**config.mk**
```make
export PLATFORM = sky130hd
export DESIGN_NAME = pattern_job_sched
export DESIGN_NICKNAME = d
export VERILOG_FILES = /design/src/rtl/pattern_job_sched.sv
export SDC_FILE = /design/constraint.sdc
export NUM_CORES = 1
export LEC_CHECK = 0
export CORE_MARGIN = 4
export CORE_UTILIZATION = 35
export CTS_CLUSTER_SIZE = 40
export DETAILED_ROUTE_END_ITERATION = 12
export PLACE_DENSITY = 0.5
export SLEW_MARGIN = 20
export SYNTH_ARGS = -nofsm -noshare
export SYNTH_HDL_FRONTEND = slang
export SYNTH_SLANG_ARGS = --single-unit
```
**constraint.sdc**
```tcl
create_clock -name clk -period 6.95 [get_ports clk]
set_clock_uncertainty 0.2 [all_clocks]
set_input_delay 1.39 -clock clk [delete_from_list [all_inputs] [get_ports clk]]
set_output_delay 1.39 -clock clk [all_outputs]
set_load 0.005 [all_outputs]
```
**src/rtl/pattern_job_sched.sv**
```systemverilog
// Job FIFO and launch sequencer feeding the pattern_ad9748 pulse/PAT generator.
// Optional `PATSCHED_PREEMPT_EN: a queued job ends a running infinite job.
module pattern_job_sched #(
  parameter int unsigned _PAT_WIDTH    = 8,
  parameter int unsigned FIFO_AW       = 2,
  parameter int unsigned GAP_CYCLES    = 2,
  parameter int unsigned START_TIMEOUT = 16
) (
  input  logic                   clk,
  input  logic                   rst_n,
  input  logic                   wr_en,
  input  logic [7:0]             wr_duty,
  input  logic [15:0]            wr_dessert,
  input  logic [7:0]             wr_num,
  input  logic [_PAT_WIDTH-1:0]  wr_pat,
  input  logic                   flush,
  input  logic                   stop_req,
  input  logic                   clr_err,
  input  logic                   gen_busy,
  input  logic                   gen_valid,
  output logic                   pwm_en,
  output logic [7:0]             duty_num,
  output logic [15:0]            pulse_dessert,
  output logic [7:0]             pulse_num,
  output logic [_PAT_WIDTH-1:0]  PAT,
  output logic                   fifo_full,
  output logic [FIFO_AW:0]       fifo_level,
  output logic                   sched_busy,
  output logic                   job_done,
  output logic [15:0]            jobs_done,
  output logic                   err_ovf,
  output logic                   err_timeout
);

  localparam int unsigned DEPTH = 1 << FIFO_AW;
  localparam int unsigned JOB_W = 32 + _PAT_WIDTH;

  localparam logic [2:0] S_IDLE   = 3'd0;
  localparam logic [2:0] S_LAUNCH = 3'd1;
  localparam logic [2:0] S_RUN    = 3'd2;
  localparam logic [2:0] S_DRAIN  = 3'd3;
  localparam logic [2:0] S_GAP    = 3'd4;

  logic [JOB_W-1:0]      mem_q [DEPTH];
  logic [FIFO_AW-1:0]    wr_ptr_q, wr_ptr_d, rd_ptr_q, rd_ptr_d;
  logic [FIFO_AW:0]      level_q, level_d;
  logic [2:0]            state_q, state_d;
  logic [15:0]           cnt_q, cnt_d;
  logic                  pwm_en_q, pwm_en_d;
  logic [7:0]            duty_q, duty_d, num_q, num_d;
  logic [15:0]           dessert_q, dessert_d;
  logic [_PAT_WIDTH-1:0] pat_q, pat_d;
  logic                  job_done_q, job_done_d;
  logic [15:0]           jobs_done_q, jobs_done_d;
  logic                  err_ovf_q, err_ovf_d, err_timeout_q, err_timeout_d;

  logic             full, push, pop, drop, stop_ev, to_last, gap_last;
  logic [JOB_W-1:0] head;

  assign full     = (level_q == (FIFO_AW+1)'(DEPTH));
  assign head     = mem_q[rd_ptr_q];
  assign push     = wr_en && !flush && !full;
  assign drop     = wr_en && !flush && full;
  assign pop      = (state_q == S_IDLE) && (level_q != '0) && !gen_busy && !flush;
  assign to_last  = (32'(cnt_q) + 32'd1) >= START_TIMEOUT;
  assign gap_last = (32'(cnt_q) + 32'd1) >= GAP_CYCLES;

`ifdef PATSCHED_PREEMPT_EN
  assign stop_ev = stop_req || (level_q != '0);
`else
  assign stop_ev = stop_req;
`endif

  always_comb begin
    wr_ptr_d      = wr_ptr_q;
    rd_ptr_d      = rd_ptr_q;
    level_d       = level_q;
    state_d       = state_q;
    cnt_d         = cnt_q;
    pwm_en_d      = pwm_en_q;
    duty_d        = duty_q;
    dessert_d     = dessert_q;
    num_d         = num_q;
    pat_d         = pat_q;
    job_done_d    = 1'b0;
    jobs_done_d   = jobs_done_q;
    err_ovf_d     = err_ovf_q;
    err_timeout_d = err_timeout_q;

    if (flush) begin
      level_d  = '0;
      rd_ptr_d = wr_ptr_q;
    end else begin
      if (push) wr_ptr_d = wr_ptr_q + FIFO_AW'(1);
      if (pop)  rd_ptr_d = rd_ptr_q + FIFO_AW'(1);
      if (push && !pop)      level_d = level_q + (FIFO_AW+1)'(1);
      else if (!push && pop) level_d = level_q - (FIFO_AW+1)'(1);
    end

    case (state_q)
      S_IDLE: begin
        if (pop) begin
          {duty_d, dessert_d, num_d, pat_d} = head;
          pwm_en_d = 1'b1;
          cnt_d    = '0;
          state_d  = S_LAUNCH;
        end
      end
      S_LAUNCH: begin
        if (gen_busy) begin
          // finite jobs drop pwm_en at once so the generator cannot re-trigger
          pwm_en_d = (num_q == 8'd0);
          state_d  = S_RUN;
        end else if (to_last) begin
          err_timeout_d = 1'b1;
          pwm_en_d      = 1'b0;
          job_done_d    = 1'b1;
          cnt_d         = '0;
          state_d       = (GAP_CYCLES == 0) ? S_IDLE : S_GAP;
        end else begin
          cnt_d = cnt_q + 16'd1;
        end
      end
      S_RUN: begin
        if (num_q != 8'd0) begin
          if (!gen_busy) begin
            job_done_d  = 1'b1;
            jobs_done_d = jobs_done_q + 16'd1;
            cnt_d       = '0;
            state_d     = (GAP_CYCLES == 0) ? S_IDLE : S_GAP;
          end
        end else if (stop_ev) begin
          pwm_en_d = 1'b0;
          state_d  = S_DRAIN;
        end
      end
      S_DRAIN: begin
        if (!gen_busy) begin
          job_done_d  = 1'b1;
          jobs_done_d = jobs_done_q + 16'd1;
          cnt_d       = '0;
          state_d     = (GAP_CYCLES == 0) ? S_IDLE : S_GAP;
        end
      end
      S_GAP: begin
        if (gap_last) state_d = S_IDLE;
        else          cnt_d   = cnt_q + 16'd1;
      end
      default: state_d = S_IDLE;
    endcase

    if (drop)         err_ovf_d = 1'b1;
    else if (clr_err) err_ovf_d = 1'b0;
    if (clr_err && !(state_q == S_LAUNCH && !gen_busy && to_last)) err_timeout_d = 1'b0;
  end

  always_ff @(posedge clk) begin
    if (push) mem_q[wr_ptr_q] <= {wr_duty, wr_dessert, wr_num, wr_pat};
  end

  always_ff @(posedge clk or negedge rst_n) begin
    if (!rst_n) begin
      wr_ptr_q      <= '0;
      rd_ptr_q      <= '0;
      level_q       <= '0;
      state_q       <= S_IDLE;
      cnt_q         <= '0;
      pwm_en_q      <= 1'b0;
      duty_q        <= '0;
      dessert_q     <= '0;
      num_q         <= '0;
      pat_q         <= '0;
      job_done_q    <= 1'b0;
      jobs_done_q   <= '0;
      err_ovf_q     <= 1'b0;
      err_timeout_q <= 1'b0;
    end else begin
      wr_ptr_q      <= wr_ptr_d;
      rd_ptr_q      <= rd_ptr_d;
      level_q       <= level_d;
      state_q       <= state_d;
      cnt_q         <= cnt_d;
      pwm_en_q      <= pwm_en_d;
      duty_q        <= duty_d;
      dessert_q     <= dessert_d;
      num_q         <= num_d;
      pat_q         <= pat_d;
      job_done_q    <= job_done_d;
      jobs_done_q   <= jobs_done_d;
      err_ovf_q     <= err_ovf_d;
      err_timeout_q <= err_timeout_d;
    end
  end

  assign pwm_en        = pwm_en_q;
  assign duty_num      = duty_q;
  assign pulse_dessert = dessert_q;
  assign pulse_num     = num_q;
  assign PAT           = pat_q;
  assign fifo_full     = full;
  assign fifo_level    = level_q;
  assign sched_busy    = (state_q != S_IDLE);
  assign job_done      = job_done_q;
  assign jobs_done     = jobs_done_q;
  assign err_ovf       = err_ovf_q;
  assign err_timeout   = err_timeout_q;

  logic unused_ok;
  assign unused_ok = gen_valid;

endmodule

```
==> flow_summary.toml, run 1 <==
[clocking]
cts_buffers = 28
root_buffer = "clkbuf_16"
cts_tree = "done"
insertion_delay_ns = 0.54
hold_buffers = 0
clockBufferDepth = 3
cts_resized = 0
cts_setup_buffers = 0
htree_levels = 1
cts.clk_slew.worst_paths_ns = 0.06
clock-sinks = 246

[yosys]
synth_top_cell_area_share_pct = 49.43
synth_seq_area_share_pct = 71.58
ys_warn_count = 0
synth_compound_area_share_pct = 3.592
syn_inst = 555
synthMuxAreaShare_pct = 14.11
yosysTopAreaCell = "edfxtp_1"
avgSynthCellArea_um2 = 17.51
synth_top_family_by_area = "multiplexers"
async_flop_share_pct = 34.96
synth_fa_ha_area_share_pct = 0.9784
ys_types = 58
synth_seq_cells = 246
synth-xor-area-share_pct = 1.712
ys_top_cells_by_area = "edfxtp_1, dfrtp_1, mux4_2, mux2_2, and2_1"
yosys.area_share.simple_pct = 6.321
ys.flop_type = "edfxtp_1"
synth_edf_count = 160
synthesis.area_um2 = 9719
synth_nets = 610

[min_path]
worstHoldPathCells = 1
hold_path_class = "flip-flop to flip-flop"
holdPathEnd = "jobs_done[15]"
hp-start = "jobs_done[15]"

[die]
initial_core_util_pct = 35.86
die_width_um = 174.6
fp.dieH_um = 174.6
ios = 113
core_region_area_um2 = 27100
dieArea_um2 = 30500
num_rows = 60

[finish]
syn_to_final_growth_pct = 24.52
finalNonFillerCells = 1071
fin_nets = 733
fillers = 2407
drive_above_1_share_pct = 20.46
final_common_cell = "edfxtp_1"
layout_common_cells = "edfxtp_1, clkdlybuf4s50_1, dfrtp_1, mux4_2, mux2_2"
num_antenna_cells = 0

[status]
status = "finished, final reports clean"

[setup_path]
crit_family = "simple AND/OR/NAND/NOR gates"
r2r-start = "state_q[1]"
cp_cell_sequence = "clkdlybuf4s50_1 -> nor2_1 -> o311a_1 -> nor2b_4 -> buf_4 -> mux2_2"
cp.required_ns = 7.17
critPathKind = "input port to flip-flop"
crit_arrival_ns = 4.25
cp.depth = 6
crit_path_top_delay_cell = "nor2b_4"
critPathBufInv = 2
reg2regPathDepth = 5
worstPathMaxFanout = 27
r2r_slack_ns = 3.72
worstSetupStartpointType = "input port"
end_kind = "flip-flop"
crit-reg2reg-capture = "PAT[6]"
slowest_delay_ns = 0.88

[placed_design]
gp_congestion = 0.7894
io_buffers = 111
dp_cells = 1020
dp_hpwl_um = 11670

[power_and_ir_drop]
p_per_area_nw_per_um2 = 381.3
p_switching_uw = 1284
power.leakage_uw = 0.004313
comb_power_share_pct = 25.4
switching_share_pct = 27.82
share_seq_of_total_power_pct = 45.3
p_total_uw = 4615
p_clk_share_pct = 29.3
internal_power_uw = 3331
peakVddDrop_v = 0.0002382

[sta]
slew_violations = 0
setup_viol = 0
final_hold_viol_count = 0
rsz0062_at_grt = "no"
max_freq_ghz = 0.2481
worst_pin_slew_ns = 1.025
period_needed_ns = 4.030
fin_tns_setup_ns = 0
finalCritPeriodShare_pct = 57.99
maxSlewHeadroom_pct = 31.49

[run]
max_cap_viol_count = 0

[global_route]
grt_overflow_total = 0
grt_max_degree = 62
grt.met2_usage_pct = 20.96
antenna_found_initial = 1
track_usage_pct = 13.25
grt_pass1_vias = 5588
grtUsageMet3_pct = 3.743
grt_pass1_wl_um = 32070
grt_use_met1_pct = 18.46
top_usage_layer = "met2"

[detailed_routing]
via_count = 5198
wl_per_cell_um = 18.74
ant_nets = 0
drt-vias-per-instance = 4.853
first_iter_violations = 304
dr.pass1.iters = 6
drc_errors = 0
drt_wl_total_um = 20070
-- how the worst max path moves through the flow --
stage                   from     endpoint
floorplan              flush  mem_q[0][0]
global placement    gen_busy       PAT[7]
detailed placement  gen_busy       PAT[2]
CTS                 gen_busy       PAT[4]
global route        gen_busy       pwm_en
finish              gen_busy       PAT[6]
-- synth_stat cells, types with 6 or more instances --
cell type / n
dfrtp_1: 86
nand2_1: 28
nor2_1: 18
ha_1: 6
xor2_1: 6
and3_1: 6
mux4_2: 40
xnor2_1: 13
inv_1: 13
and2_1: 19
buf_2: 7
o21ai_0: 7
clkbuf_1: 13
nor3_1: 6
mux2_2: 40
nand4_1: 7
a21oi_1: 8
nand3_1: 12
edfxtp_1: 160
-- per-layer routing --
layer / vias to the layer above / share of wire (%) / wire (µm)
met2: 131 / 46 / 9298
met1: 2642 / 45 / 9109
li1: 2395 / - / -
met4: 2 / 1.8 / 364
met3: 28 / 6.4 / 1284
met5: - / 0.065 / 13
-- sequential cells by signal, summed over array words and instances, names as in the netlist --
name           count
PAT                8
cnt_q             16
duty_num           8
err_ovf            1
err_timeout        1
fifo_level         3
job_done           1
jobs_done         16
mem_q            160
pulse_dessert     16
pulse_num          8
pwm_en             1
rd_ptr_q           2
state_q            3
wr_ptr_q           2
-- metrics by stage --
stage               setup slack [ns]  hold slack (ns)  utilization, %  instance area (µm²)
CTS                            2.842           0.2793           44.66                12100
global route                   2.673           0.3168           44.66                12100
global placement               2.325           0.2624           41.50                11250
finish                         2.920           0.2710           44.66                12100
detailed placement             2.288           0.2690           41.50                11250
floorplan                      3.305           0.2684               -                 9719
-- power by group through the flow --
stage | combinational, µW | clock [µW] | sequential, µW
after floorplan | 736 | 0 | 2000
after global placement | 1180 | 0 | 2120
after detailed placement | 1200 | 0 | 2130
after CTS | 1210 | 1400 | 2110
after global routing | 1290 | 1460 | 2150
final | 1170 | 1350 | 2090
-- area by class of cell --
type	instances	area, µm²	area share (%)
sequential	246	6962	57.52
clock buffer	33	719.4	5.944
inverter	13	48.80	0.4032
timing repair buffer	118	1161	9.594
clock inverter	18	137.6	1.137
tap	372	465.4	3.846
multi-input combinational	271	2609	21.55
-- logic make-up after synthesis --
kind of cell	Yosys count
AOI/OAI and AO/OA	46
buffers and inverters	38
xor gates and xnor gates	19
DFF	246
and+or+nand+nor	117
muxes	82
adders and majority gates	7
-- worst register-to-register path, cell delays in order (launching register included) --
cell     delay, ns
dfrtp_1       0.51
nor2_1        0.33
o311a_1       0.36
nor2b_4       0.88
buf_4         0.45
mux2_2        0.39
No activity file was read; power rests on OpenSTA's default activity.
==> run 2: changes to the inputs <==
--- a/config.mk
+++ b/config.mk
@@ -9,7 +9,7 @@
 export CORE_UTILIZATION = 35
 export CTS_CLUSTER_SIZE = 40
 export DETAILED_ROUTE_END_ITERATION = 12
-export PLACE_DENSITY = 0.5
+export PLACE_DENSITY = 0.52
 export SLEW_MARGIN = 20
 export SYNTH_ARGS = -nofsm -noshare
 export SYNTH_HDL_FRONTEND = slang
==> constraint.sdc (replaced) <==
create_clock -name clk -period 3.4 [get_ports clk]
set_clock_uncertainty 0.2 [all_clocks]
set_input_delay 0.68 -clock clk [delete_from_list [all_inputs] [get_ports clk]]
set_output_delay 0.68 -clock clk [all_outputs]
set_load 0.005 [all_outputs]
==> flow_summary.toml, run 2 (synthesis gave the netlist of run 1 again) <==
[placed_design]
io_buffers = 111
detailed_place.area_um2 = 11420
dp_hpwl_um = 12720
dp_cells = 1031
gp_congestion = 0.8143
place_ws_ns = 0.2848

[finish]
final_common_cell = "edfxtp_1"
layout_common_cells = "edfxtp_1, clkdlybuf4s50_1, dfrtp_1, mux4_2, mux2_2"
largest_reg_flops = 160
num_antenna_cells = 0
drive_above_1_share_pct = 21.72
fillers = 2358
regArea_um2 = 6962
fin_nets = 743
multi_input_area_um2 = 2609
syn_to_final_growth_pct = 26.36
top_register = "mem_q"
finalNonFillerCells = 1081
final_util_pct = 45.32
final_area_um2 = 12280

[clocking]
cts_resized = 0
htree_levels = 1
clockBufferDepth = 3
hold_buffers = 0
insertion_delay_ns = 0.54
root_buffer = "clkbuf_16"
cts_buffers = 27
clock-sinks = 246
cts_setup_buffers = 0
cts_tree = "done"
cts.clk_slew.worst_paths_ns = 0.06

[setup_path]
crit_arrival_ns = 1.94
critPathKind = "flip-flop to output port"
critPathBufInv = 1
worstSetupStartpointType = "flip-flop"
cp.required_ns = 2.52
end_kind = "output port"
worstPathMaxFanout = 14
slowest_delay_ns = 0.52
crit_family = "flip-flops"
crit_path_top_delay_cell = "dfrtp_1"
cp_cell_sequence = "or3_1 -> clkdlybuf4s50_1"

[detailed_routing]
ant_nets = 0
drt_wl_total_um = 20380
drc_errors = 0
first_iter_violations = 312
drt-vias-per-instance = 4.923
wl_per_cell_um = 18.85
via_count = 5322
dr.pass1.iters = 4

[power_and_ir_drop]
p_per_area_nw_per_um2 = 779.5
peakVddDrop_v = 0.0004603
power.leakage_uw = 0.004399

[sta]
fin_tns_setup_ns = 0
maxSlewHeadroom_pct = 39.36
finalCritPeriodShare_pct = 83.04
final_hold_viol_count = 0
setup_viol = 0
worst_pin_slew_ns = 0.9096
rsz0062_at_grt = "no"
period_needed_ns = 2.823
max_freq_ghz = 0.3542
slew_violations = 0
setup_ws_ns = 0.5767

[global_route]
track_usage_pct = 13.43
grt_max_degree = 49
antenna_found_initial = 1
grt_pass1_wl_um = 32450
grt_pass1_vias = 5646
grt_overflow_total = 0

[die]
die_width_um = 174.6
dieArea_um2 = 30500
num_rows = 60
initial_core_util_pct = 35.86
core_region_area_um2 = 27100
ios = 113
fp.dieH_um = 174.6

[status]
status = "finished, final reports clean"

[min_path]
hold_path_class = "input port to asynchronous set/reset pin"

[run]
max_cap_viol_count = 0
## run 2: cell types whose count changed in the layout (fill, tap and decap cells not counted), sizes merged
cell    previous run  this run
clkinv            15        12
bufinv             1         2
buf                8        19
inv               13        14
## run 2: routing by layer
metal / track usage, % / vias to the layer above / routed length (µm)
met3: 3.938 / 35 / 1324
met1: 18.24 / 2748 / 9152
met2: 21.73 / 125 / 9499
li1: - / 2412 / -
met5: 0 / - / 12
met4: 2.848 / 2 / 392
## run 2: layout make-up
type	count	area share [%]
Inverter	13	0.3973
Multi-Input combinational cell	271	21.24
Tap cell	372	3.790
Timing Repair Buffer	129	10.84
Sequential cell	246	56.68
Clock buffer	33	5.848
Clock inverter	17	1.202
## run 2: stage by stage
stage,hold WS (ns),total power [µW]
floorplan,0.1844,5591
global placement,0.2657,6825
detailed placement,0.2667,6892
CTS,0.02234,9753
global route,0.05524,10120
finish,0.0001277,9573
## run 2: where the power goes
part	total, µW	internal (µW)	switching, µW	leakage [µW]
clock	2810	1660	1150	0.000423
combinational	2430	1520	907	0.00143
sequential	4340	3760	576	0.00254
total	9570	6940	2630	0.00440
## run 2: worst paths after layout
path	cells past startpoint	slack, ns	from	end
max in group asynchronous	2	2.28	rst_n	rd_ptr_q[0]
max reg2reg	8	0.59	cnt_q[0]	cnt_q[2]
min reg2reg	1	0.26	jobs_done[15]	jobs_done[15]
max	2	0.58	state_q[0]	sched_busy
min in group clk	1	0.26	jobs_done[15]	jobs_done[15]
min	1	0.0001	rst_n	jobs_done[15]
